$ cat config.mk
export PLATFORM = sky130hd
export DESIGN_NAME = prpg_bist_ctrl
export DESIGN_NICKNAME = d
export VERILOG_FILES = /design/src/rtl/prpg_pkg.sv /design/src/rtl/prpg_misr.sv /design/src/rtl/prpg_bist_ctrl.sv
export SDC_FILE = /design/constraint.sdc
export NUM_CORES = 1
export LEC_CHECK = 0
export ABC_AREA = 1
export CAP_MARGIN = 20
export CORE_UTILIZATION = 45
export CTS_BUF_LIST = sky130_fd_sc_hd__clkbuf_8
export CTS_CLUSTER_DIAMETER = 80
export DETAILED_ROUTE_END_ITERATION = 16
export HOLD_SLACK_MARGIN = 0.03
export PLACE_DENSITY = 0.84
export SYNTH_ARGS = -nofsm -noshare
export SYNTH_HDL_FRONTEND = slang
export SYNTH_SLANG_ARGS = --single-unit
$ cat constraint.sdc
create_clock -name clk -period 2.52 [get_ports clk]
set_input_delay 0.504 -clock clk [delete_from_list [all_inputs] [get_ports clk]]
set_output_delay 0.504 -clock clk [all_outputs]
set_load 0.01 [all_outputs]
$ cat src/rtl/prpg_pkg.sv
// rtl/prpg_pkg.sv - shared types and default constants for the PRPG BIST controller
//
// Purpose : FSM state enumeration plus default width, seed and MISR taps.
// Ports   : none (package).
package prpg_pkg;

  localparam int         DEF_WIDTH     = 3;
  localparam logic [2:0] DEF_SEED      = 3'b001;
  localparam logic [2:0] DEF_MISR_TAPS = 3'b101;

  typedef enum logic [2:0] {
    ST_IDLE    = 3'd0,
    ST_LOAD    = 3'd1,
    ST_RUN     = 3'd2,
    ST_COMPARE = 3'd3,
    ST_DONE    = 3'd4
  } state_t;

endpackage

$ cat src/rtl/prpg_misr.sv
// rtl/prpg_misr.sv - multiple-input signature register compacting CUT responses
//
// Purpose : q <= (q<<1) ^ (q[MSB] ? TAPS : 0) ^ d when en; synchronous clear.
// Ports   : clk   - clock
//           set_n - asynchronous active-low reset (q -> 0)
//           clr   - synchronous clear, wins over en
//           en    - capture enable
//           d     - response word folded in on capture
//           q     - current signature
module prpg_misr #(
  parameter int               WIDTH = 3,
  parameter logic [WIDTH-1:0] TAPS  = 3'b101
) (
  input  logic             clk,
  input  logic             set_n,
  input  logic             clr,
  input  logic             en,
  input  logic [WIDTH-1:0] d,
  output logic [WIDTH-1:0] q
);

  logic [WIDTH-1:0] r_q;
  logic [WIDTH-1:0] w_next;

  // The shift is done in WIDTH bits, so the MSB falls off naturally.
  always_comb begin
    w_next = (r_q << 1) ^ (r_q[WIDTH-1] ? TAPS : '0) ^ d;
  end

  always_ff @(posedge clk or negedge set_n) begin
    if (!set_n) begin
      r_q <= '0;
    end else if (clr) begin
      r_q <= '0;
    end else if (en) begin
      r_q <= w_next;
    end
  end

  assign q = r_q;

endmodule

$ cat src/rtl/prpg_bist_ctrl.sv
// rtl/prpg_bist_ctrl.sv - BIST run controller: PRPG load/advance, MISR compaction, signature compare
//
// Purpose : On start, loads the PRPG, runs NUM_PAT patterns while compacting the
//           CUT response into a MISR, compares against golden and pulses done.
// Ports   : clk, set_n (async active-low reset)
//           start, abort         - run control
//           resp [WIDTH]         - CUT response, captured every RUN cycle
//           golden [WIDTH]       - expected signature, sampled in COMPARE
//           prpg_load, prpg_seed - PRPG load strobe and constant seed
//           prpg_en              - PRPG advance enable
//           busy, done, pass     - status
//           signature [WIDTH]    - MISR contents
module prpg_bist_ctrl
  import prpg_pkg::*;
#(
  parameter int               WIDTH     = DEF_WIDTH,
  parameter int               NUM_PAT   = 7,
  parameter logic [WIDTH-1:0] SEED      = WIDTH'(DEF_SEED),
  parameter logic [WIDTH-1:0] MISR_TAPS = WIDTH'(DEF_MISR_TAPS)
) (
  input  logic             clk,
  input  logic             set_n,
  input  logic             start,
  input  logic             abort,
  input  logic [WIDTH-1:0] resp,
  input  logic [WIDTH-1:0] golden,
  output logic             prpg_load,
  output logic [WIDTH-1:0] prpg_seed,
  output logic             prpg_en,
  output logic             busy,
  output logic             done,
  output logic             pass,
  output logic [WIDTH-1:0] signature
);

  // Counter holds 0..NUM_PAT; it reaches NUM_PAT on the last capture and is
  // cleared in LOAD, so it never wraps within a run.
  localparam int            CW   = $clog2(NUM_PAT + 1);
  localparam logic [CW-1:0] LAST = CW'(NUM_PAT - 1);

  state_t           r_state;
  state_t           w_next_state;
  logic [CW-1:0]    r_cnt;
  logic             r_pass;
  logic             w_busy;
  logic             w_misr_clr;
  logic             w_misr_en;
  logic [WIDTH-1:0] w_sig;

  always_ff @(posedge clk or negedge set_n) begin
    if (!set_n) begin
      r_state <= ST_IDLE;
    end else begin
      r_state <= w_next_state;
    end
  end

  // Abort is checked first in every busy state so it overrides all exits.
  always_comb begin
    w_next_state = r_state;
    case (r_state)
      ST_IDLE:    if (start && !abort) w_next_state = ST_LOAD;
      ST_LOAD:    w_next_state = abort ? ST_IDLE : ST_RUN;
      ST_RUN: begin
        if (abort)              w_next_state = ST_IDLE;
        else if (r_cnt == LAST) w_next_state = ST_COMPARE;
      end
      ST_COMPARE: w_next_state = abort ? ST_IDLE : ST_DONE;
      ST_DONE:    w_next_state = ST_IDLE;
      default:    w_next_state = ST_IDLE;
    endcase
  end

  assign w_busy     = (r_state == ST_LOAD) || (r_state == ST_RUN) || (r_state == ST_COMPARE);
  assign w_misr_clr = (r_state == ST_LOAD);
  // The aborting edge performs no capture: the run is simply dropped.
  assign w_misr_en  = (r_state == ST_RUN) && !abort;

  always_ff @(posedge clk or negedge set_n) begin
    if (!set_n) begin
      r_cnt <= '0;
    end else if (r_state == ST_LOAD) begin
      r_cnt <= '0;
    end else if (w_misr_en) begin
      r_cnt <= r_cnt + CW'(1);
    end
  end

  always_ff @(posedge clk or negedge set_n) begin
    if (!set_n) begin
      r_pass <= 1'b0;
    end else if (w_busy && abort) begin
      r_pass <= 1'b0;
    end else if (r_state == ST_LOAD) begin
      r_pass <= 1'b0;
    end else if (r_state == ST_COMPARE) begin
      r_pass <= (w_sig == golden);
    end
  end

  prpg_misr #(
    .WIDTH (WIDTH),
    .TAPS  (MISR_TAPS)
  ) u_misr (
    .clk   (clk),
    .set_n (set_n),
    .clr   (w_misr_clr),
    .en    (w_misr_en),
    .d     (resp),
    .q     (w_sig)
  );

  assign prpg_load = (r_state == ST_LOAD);
  assign prpg_seed = SEED;
  assign prpg_en   = (r_state == ST_RUN);
  assign busy      = w_busy;
  assign done      = (r_state == ST_DONE);
  assign pass      = r_pass;
  assign signature = w_sig;

endmodule

==> impl_metrics.env <==
export IMPL_status="finished, final reports clean"
export IMPL_r2r_cells=4
export IMPL_final_setup_tns_ps=0
export IMPL_post_cts_resized=0
export IMPL_grt_pass1_wl_mm=2.07
export IMPL_fmax_ghz=0.466
export IMPL_end_kind="output port"
export IMPL_grt_max_degree=11
export IMPL_hpwl_um=939
export IMPL_timing_final_max_slew_violations=0
export IMPL_place_area_um2=808
export IMPL_finalHoldViolCount=0
export IMPL_drc=0
export IMPL_final_cell_area_um2=863
export IMPL_postLayoutCoreUtil_pct=65.5
export IMPL_yosysSeqAreaShare_pct=39.2
export IMPL_std_cell_rows=13
export IMPL_drt_initial_drc_count=22
export IMPL_r2r_end="r_cnt[1]"
export IMPL_pwr_density_cell_nw_per_um2=1040
export IMPL_ys_seq_elements=10
export IMPL_required_ps=2020
export IMPL_synthTopCellsByCount="nand2_1 (22), inv_1 (14), dfrtp_1 (10), nand3_1 (5), nor2_1 (4)"
export IMPL_gp_congestion=0.765
export IMPL_synth_warnings=0
export IMPL_timing_rr_start="r_state[2]"
export IMPL_antenna_left=0
export IMPL_hp_class="flop to flop"
export IMPL_instances_no_fill=117
export IMPL_critPathKind="flop to output port"
export IMPL_maxCapViolCount=0
export IMPL_clk_latency_ps=230
export IMPL_hold_depth=2
export IMPL_p_leak_nw=0.434
export IMPL_cts_hold_buffers=0
export IMPL_ys_flop_type="dfrtp_1"
export IMPL_fillCellCount=116
export IMPL_synthDistinctLibCells=23
export IMPL_via_per_inst=4.86
export IMPL_crit_start="r_state[2]"
export IMPL_synth_area_leaders="dfrtp_1 (39%), nand2_1 (13%), inv_1 (8.2%)"
export IMPL_io_buffers=17
export IMPL_cts_root_buf="clkbuf_8"
export IMPL_n_antenna_cell=0
export IMPL_post_drt_wl_per_cell_um=10.6
export IMPL_vias=569
export IMPL_fin_crit_sh_pct=85.2
export IMPL_drive_gt1_share_pct=10.8
export IMPL_coreArea_um2=1320
export IMPL_grt_pass1_vias=549
export IMPL_rsz0062_at_grt="no"
export IMPL_clk_pin_slew_ps=50
export IMPL_wl_mm=1.25
export IMPL_yosysMostFrequentCell="nand2_1"
export IMPL_cts_sinks=10
export IMPL_synth_avg_cell_area_um2=7.69
export IMPL_ioPinCount=21
export IMPL_die_x_um=39.7
export IMPL_placedCellCount=113
export IMPL_cts_buffer_depth=2
export IMPL_numCtsBuffers=3
export IMPL_cts_tree="built"
export IMPL_htree_levels=1
export IMPL_setup_viol=0
export IMPL_die_h_um=39.7
export IMPL_path_max_fanout=6
export IMPL_synth_edf_count=0
export IMPL_post_cts_buffers=0
export IMPL_overflow=0
export IMPL_ys_async_sr_fraction_pct=100
export IMPL_arrival_ps=1640
export IMPL_critPathLaunchType="flop"
export IMPL_fin_crit_ps=2150
export IMPL_rrSetupSlack_ps=1360
export IMPL_synth_top_area_cell="dfrtp_1"
export IMPL_netlist_area_um2=638
export IMPL_grt_usage_pct=19.4
export IMPL_antenna_found_initial=0
export IMPL_drt_pass1_iterations=4
export IMPL_syn_inst=83
export IMPL_nets=115
export IMPL_area_growth_pct=35.3
export IMPL_endpoint="prpg_load"
export IMPL_synth_top_area_share_pct=39.2
export IMPL_ir_drop_mv=0.548
export IMPL_final_setup_skew_ps=4.35
export IMPL_dieArea_um2=1570
export IMPL_initial_core_util_pct=48.4
routing by layer:
layer,global-route usage (%),up-vias,part of all wire [%]
met5,0,-,0
met4,3.45,0,0
met3,3.98,0,5.0
met2,37.3,24,49
met1,21.6,252,46
li1,-,293,-
cells in the final DEF (no fill, tap or decap), types with 3 or more instances in the layout:
master	Yosys	routed
nor2_1	4	4
dfrtp_1	10	10
inv_1	14	14
nand2_1	22	22
conb_1	2	3
clkbuf_8	0	4
nand3_1	5	5
clkdlybuf4s50_1	0	17
o22ai_1	3	3
cell families (layout without fill, tap and decap cells):
| logic type | after synthesis | after routing | share of synthesized area [%] |
|---|---|---|---|
| and+or+nand+nor | 37 | 37 | 28.4 |
| other | 2 | 3 | 1.18 |
| AOI/OAI and AO/OA | 10 | 10 | 10.0 |
| DFF | 10 | 10 | 39.2 |
| xor gates and xnor gates | 3 | 3 | 4.12 |
| buffers and inverters | 19 | 37 | 13.1 |
| adders and majority gates | 2 | 2 | 3.92 |
metrics by stage:
stage          hold slack (ps)  power [W]  setup WS [ps]
2_1_floorplan              208   0.000530           1180
3_3_place_gp               523   0.000682            672
3_5_place_dp               538   0.000694            635
4_1_cts                    545   0.000904            382
5_1_grt                    570   0.000965            303
6_report                   549   0.000897            373
worst min path at each step:
stage	start	to	slack [ps]
3_3_place_gp	pass	pass	520
5_1_grt	pass	pass	570
4_1_cts	pass	pass	540
2_1_floorplan	set_n	pass	210
6_report	pass	pass	550
3_5_place_dp	pass	pass	540
area by class of cell:
class / instances / area [µm²] / share of cell area (%)
Multi-Input combinational cell: 55 / 308 / 35.7
Sequential cell: 10 / 250 / 29.0
Timing Repair Buffer: 17 / 170 / 19.7
Inverter: 16 / 61.3 / 7.10
Clock buffer: 4 / 55.1 / 6.38
Tap cell: 15 / 18.8 / 2.17
flip-flops by register name, indices dropped and copies added (netlist names):
name / flops
pass: 1
r_cnt: 3
u_misr.q: 3
r_state: 3
power by group:
part	switching (W)	internal, W
clock network	0.0000630	0.000137
registers	0.0000558	0.000210
logic	0.000231	0.000200
total	0.000350	0.000547
worst max-delay path: stages, from the launching register on:
cell             delay, ps
dfrtp_1                410
inv_1                  150
nand3_1                220
inv_1                  100
clkdlybuf4s50_1        530
No activity file was read; power rests on OpenSTA's default activity.
